==> config.mk <==
export PLATFORM = sky130hd
export DESIGN_NAME = demux32_1to4_dispatch
export DESIGN_NICKNAME = d
export VERILOG_FILES = /design/src/rtl/demux_pkg.sv /design/src/rtl/demux_slot.sv /design/src/rtl/demux32_1to4_dispatch.sv
export SDC_FILE = /design/constraint.sdc
export NUM_CORES = 1
export LEC_CHECK = 0
export BUFFER_PORTS_ARGS = -buffer_cell sky130_fd_sc_hd__buf_2
export CORE_UTILIZATION = 51
export DETAILED_ROUTE_END_ITERATION = 10
export GPL_TIMING_DRIVEN = 1
export HOLD_SLACK_MARGIN = 0.15
export PLACE_DENSITY_LB_ADDON = 0.05
export SYNTH_ARGS = -nofsm -noshare
export SYNTH_HDL_FRONTEND = slang
export SYNTH_SLANG_ARGS = --single-unit
==> constraint.sdc <==
create_clock -name clk -period 2.3 [get_ports clk]
set_input_delay 0.46 -clock clk [delete_from_list [all_inputs] [get_ports clk]]
set_output_delay 0.46 -clock clk [all_outputs]
set_load 0.02 [all_outputs]
==> src/rtl/demux_pkg.sv <==
// Shared definitions for the 1-to-4 word dispatcher.
// Channel count, select width, channel index type and pointer step.
package demux_pkg;

  localparam int NUM_CH = 4;
  localparam int SEL_W  = 2;

  typedef logic [SEL_W-1:0] ch_idx_t;

  // Round-robin step; wraps 3 -> 0 through the 2-bit width.
  function automatic ch_idx_t next_ch(input ch_idx_t c);
    return c + ch_idx_t'(1);
  endfunction

endpackage

==> src/rtl/demux_slot.sv <==
// One-entry output slot: valid flag, held data word, handshake counter.
// Ports: clk, reset_n, load/load_data in, sink_ready in, valid/data/cnt out.
module demux_slot
  import demux_pkg::*;
#(
  parameter int WIDTH = 32,
  parameter int CNT_W = 8
) (
  input  logic             clk,
  input  logic             reset_n,
  input  logic             load,
  input  logic [WIDTH-1:0] load_data,
  input  logic             sink_ready,
  output logic             valid,
  output logic [WIDTH-1:0] data,
  output logic [CNT_W-1:0] cnt
);

  logic drain;

  assign drain = valid && sink_ready;

  always_ff @(posedge clk) begin
    if (!reset_n) begin
      valid <= 1'b0;
      data  <= '0;
      cnt   <= '0;
    end else begin
      // A load wins over a drain so the slot stays full
      if (load) begin
        valid <= 1'b1;
        data  <= load_data;
      end else if (drain) begin
        valid <= 1'b0;
      end
      if (drain) begin
        cnt <= cnt + 1'b1;
      end
    end
  end

endmodule

==> src/rtl/demux32_1to4_dispatch.sv <==
// Registered 1-to-4 demux: select or round-robin routing into 4 slots.
// Ports: in_* valid/ready input, out_* per-channel flat outputs, rr_ptr.
module demux32_1to4_dispatch
  import demux_pkg::*;
#(
  parameter int WIDTH = 32,
  parameter int CNT_W = 8
) (
  input  logic                    clk,
  input  logic                    reset_n,
  input  logic                    in_valid,
  output logic                    in_ready,
  input  logic [WIDTH-1:0]        in_data,
  input  logic [SEL_W-1:0]        in_sel,
  input  logic                    rr_mode,
  output logic [NUM_CH-1:0]       out_valid,
  input  logic [NUM_CH-1:0]       out_ready,
  output logic [NUM_CH*WIDTH-1:0] out_data,
  output logic [NUM_CH*CNT_W-1:0] xfer_cnt,
  output logic [SEL_W-1:0]        rr_ptr
);

  ch_idx_t ptr_q;
  ch_idx_t tgt;
  logic    accept;

  always_comb begin
    tgt = rr_mode ? ptr_q : ch_idx_t'(in_sel);
  end

  // Never depends on in_valid; a busy target stalls, no skipping
  assign in_ready = reset_n &&
                    (!out_valid[tgt] || out_ready[tgt]);
  assign accept   = in_valid && in_ready;
  assign rr_ptr   = ptr_q;

  always_ff @(posedge clk) begin
    if (!reset_n) begin
      ptr_q <= '0;
    end else if (accept && rr_mode) begin
      ptr_q <= next_ch(ptr_q);
    end
  end

  for (genvar k = 0; k < NUM_CH; k++) begin : g_slot
    logic load;

    assign load = accept && (tgt == ch_idx_t'(k));

    demux_slot #(
      .WIDTH(WIDTH),
      .CNT_W(CNT_W)
    ) u_slot (
      .clk       (clk),
      .reset_n   (reset_n),
      .load      (load),
      .load_data (in_data),
      .sink_ready(out_ready[k]),
      .valid     (out_valid[k]),
      .data      (out_data[k*WIDTH +: WIDTH]),
      .cnt       (xfer_cnt[k*CNT_W +: CNT_W])
    );
  end

endmodule
==> results.tsv <==
stage	metric	value	unit
die	core_area	12600	µm²
cells_and_area	regArea	3320	µm²
timing	final-setup-viol-count	0	
die	fp.dieH	116	µm
timing	rsz0062_at_grt	no	
hold_path	hp-class	input port to flip-flop	
critical_path	r2r_slack	0.26	ns
die	ios	209	
critical_path	cp_max_fo	6	
logic_synthesis	synth_compound_area_frac	0.175	
timing	max_slew_margin	0.317	
placement	post-dp-hpwl	11.5	mm
routing	drt_iter0_markers	484	
cts	h-tree-depth	4	
timing	skew	0.0113	ns
logic_synthesis	synth-edff-count	0	
routing	avgViaCountPerCell	5.04	
routing	post_drt_wl_per_cell	14.4	µm
critical_path	worstReg2RegStart	rr_ptr[0]	
logic_synthesis	yosys_register_bits	166	
cts	clkSlewWorstSetupHoldPaths	0.06	ns
timing	slew_viol_final	0	
timing	period_minus_slack	2.22	ns
logic_synthesis	synthAdderAreaFrac	0.00756	
cts	cts_tree	yes	
cells_and_area	stdcell_count	1144	
placement	place_ws	-0.00581	ns
die	num_rows	41	
status	status	completed	
hold_path	worstHoldStart	in_data[21]	
logic_synthesis	synth_cell_types	30	
power_and_ir_drop	ir_drop	0.000463	V
logic_synthesis	synthArstFlopShare	0	
cts	cts-buffers-inserted	17	
routing	drc	0	
critical_path	critPathKind	flip-flop to primary output	
critical_path	critPathRequiredTime	1.84	ns
job	cap_violations	0	
power_and_ir_drop	p_leak	0.00362	µW
grt	antenna_found_initial	1	
die	fp.dieArea	13400	µm²
timing	post-route-period-util	0.965	
power_and_ir_drop	p_clk_frac	0.454	
cells_and_area	utilization	0.666	
cells_and_area	n_antenna_cell	0	
logic_synthesis	synth_xor_area_frac	0.0265	
critical_path	arrival	1.76	ns
critical_path	critical-path-slowest-cell	dfxtp_2	
logic_synthesis	yosys_warnings	0	
critical_path	critPathMostFrequentCell	mux2_4	
logic_synthesis	synth_top_area_cell	dfxtp_1	
critical_path	crit_path_start_kind	flip-flop	
timing	fmax	450	MHz
logic_synthesis	synth.avg_cell_area	8.68	µm²
cells_and_area	final_cell_mix	nand2_1, buf_2, dfxtp_1	
die	initial_core_util	0.524	
grt	grt_max_degree	168	
critical_path	max_stage_delay	0.34	ns
power_and_ir_drop	pwr-share-comb	0.075	
critical_path	crit_chain	mux2_4 -> mux2_4 -> nor2_2 -> o21a_1 -> buf_4	
grt	grt_pass1_vias	5186	
logic_synthesis	ys_seq_area_frac	0.502	
critical_path	rr_endpoint	g_slot[3].u_slot.data[20]	
placement	placedCellCount	1113	
placement	portBuffers	208	
logic_synthesis	synthSimpleGateAreaFrac	0.230	
cts	insertion_delay	0.42	ns
timing	tightest_slew	1.02	ns
logic_synthesis	syn_area	6620	µm²
power_and_ir_drop	power_frac_seq	0.471	
cts	clock-sinks	166	
cells_and_area	fillers	1095	
cells_and_area	final_common_cell	nand2_1	
hold_path	min_to	g_slot[2].u_slot.data[21]	
grt	grt-ovfl-total	0	
critical_path	cp-end-kind	primary output	
logic_synthesis	synth_top_flop_cell	dfxtp_1	
cells_and_area	layout.nets	1007	
timing	hold_viol	0	
critical_path	rr_worst_depth	5	
power_and_ir_drop	power_density	750	nW/µm²
die	dieWidth	116	µm
cts	clock_path_buffers	2	
cells_and_area	multi_input_area	3000	µm²
logic_synthesis	synthesis.nets	808	
power_and_ir_drop	power_switching	1380	µW
timing	layout_setup_ws	0.0799	ns
logic_synthesis	synth_top_family_by_area	simple AND/OR/NAND/NOR gates	
cells_and_area	area_growth	27.1	%
power_and_ir_drop	power_switching_share	0.218	
logic_synthesis	synthTopCellsByArea	dfxtp_1, nand2_1, a21boi_1	
hold_path	whs_path_depth	3	
routing	vias	5771	
routing	ant_nets	0	
grt	grt_pass1_wl	25.9	mm
routing	drtPass1Iterations	4	
logic_synthesis	postSynthCellCount	762	
cts	cts-root-buf	clkbuf_16	
grt	grt_use_total	0.249	
logic_synthesis	synth_mux_area_frac	0.0121	
routing	wirelength	16.5	mm
cells_and_area	drive_above_1_share	0.275	
power_and_ir_drop	p_int	4930	µW
placement	gp_congestion	0.772	
logic_synthesis	synthDominantCellAreaShare	0.502	
==> repair_timing <==
item / in CTS / in global routing
resized for setup: 1 / 4
buffers inserted: 0 / 1
hold buffers: 0 / 0
endpoints found under the hold margin: 0 / 0
setup endpoints to repair: 1 / 1
==> how the worst max path moves through the flow <==
stage	start	end	slack, ns	depth (start not counted)
6_report	rr_ptr[1]	in_ready	0.08	5
5_1_grt	rr_ptr[1]	in_ready	0.01	5
4_1_cts	rr_ptr[1]	in_ready	0.005	5
3_5_place_dp	rr_mode	g_slot[3].u_slot.data[28]	-0.006	6
3_3_place_gp	rr_mode	g_slot[3].u_slot.data[29]	0.03	6
2_1_floorplan	rr_mode	in_ready	0.31	5
==> final cells by class <==
type                    instances  share of cell area
clock inverters                 3              0.0107
clock buffers                  27              0.0598
inverters                       8             0.00357
flip-flops and latches        166               0.395
multi-input cells             537               0.357
well taps                     172              0.0256
repair buffers                231               0.148
==> state kept, by name (all words and copies together), names as in the netlist <==
register and flops:
g_slot.u_slot.cnt 32, g_slot.u_slot.data 128, g_slot.u_slot.valid 4, rr_ptr 2
==> stage by stage <==
stage / area (µm²) / TNS (ns) / hold WS (ns) / total power (µW)
floorplan: 6620 / 0 / 0.511 / 3320
global placement: 7790 / 0 / 0.436 / 3490
detailed placement: 7790 / -0.0109 / 0.442 / 3500
CTS: 8390 / 0 / 0.296 / 6350
global route: 8410 / 0 / 0.300 / 6520
finish: 8410 / 0 / 0.309 / 6310
==> logic make-up (layout without fill, tap and decap cells) <==
group / Yosys count / count (layout)
simple gates: 350 / 350
flops: 166 / 166
compound gates: 157 / 157
buf+inv: 59 / 269
xor+xnor: 20 / 20
mux: 6 / 6
fa+ha+maj: 4 / 4
==> worst max-delay path, delay by kind of cell, from the launching register on <==
family	cells	cell delay, ns
flip-flops	1	0.34
AO/OA/AOI/OAI	1	0.13
AND/OR/NAND/NOR	1	0.08
buffers and inverters	1	0.14
multiplexers	2	0.64
==> synthesized netlist by cell type, types with 6 or more instances <==
| cell type | instances |
|---|---|
| a21boi_1 | 105 |
| a21boi_0 | 37 |
| nor2_1 | 6 |
| dfxtp_1 | 166 |
| nor2b_1 | 8 |
| or3_1 | 9 |
| buf_6 | 7 |
| and2_1 | 16 |
| clkbuf_1 | 23 |
| o21ai_0 | 9 |
| xor2_1 | 8 |
| buf_2 | 17 |
| nand2_1 | 274 |
| nand3_1 | 16 |
| xnor2_1 | 12 |
| inv_1 | 8 |
==> routing by layer <==
metal	wire length, µm	GRT usage
met5	13	0
met4	154	0.0744
met3	1260	0.0873
met2	7930	0.407
met1	7160	0.309
==> power groups by stage <==
stage	Sequential [µW]	Combinational, µW	Clock, µW
5_1_grt	2970	516	3030
3_3_place_gp	3030	464	0
4_1_cts	2970	474	2910
3_5_place_dp	3030	473	0
6_report	2970	475	2860
2_1_floorplan	3100	217	0
(Power assumes the default switching activity.)
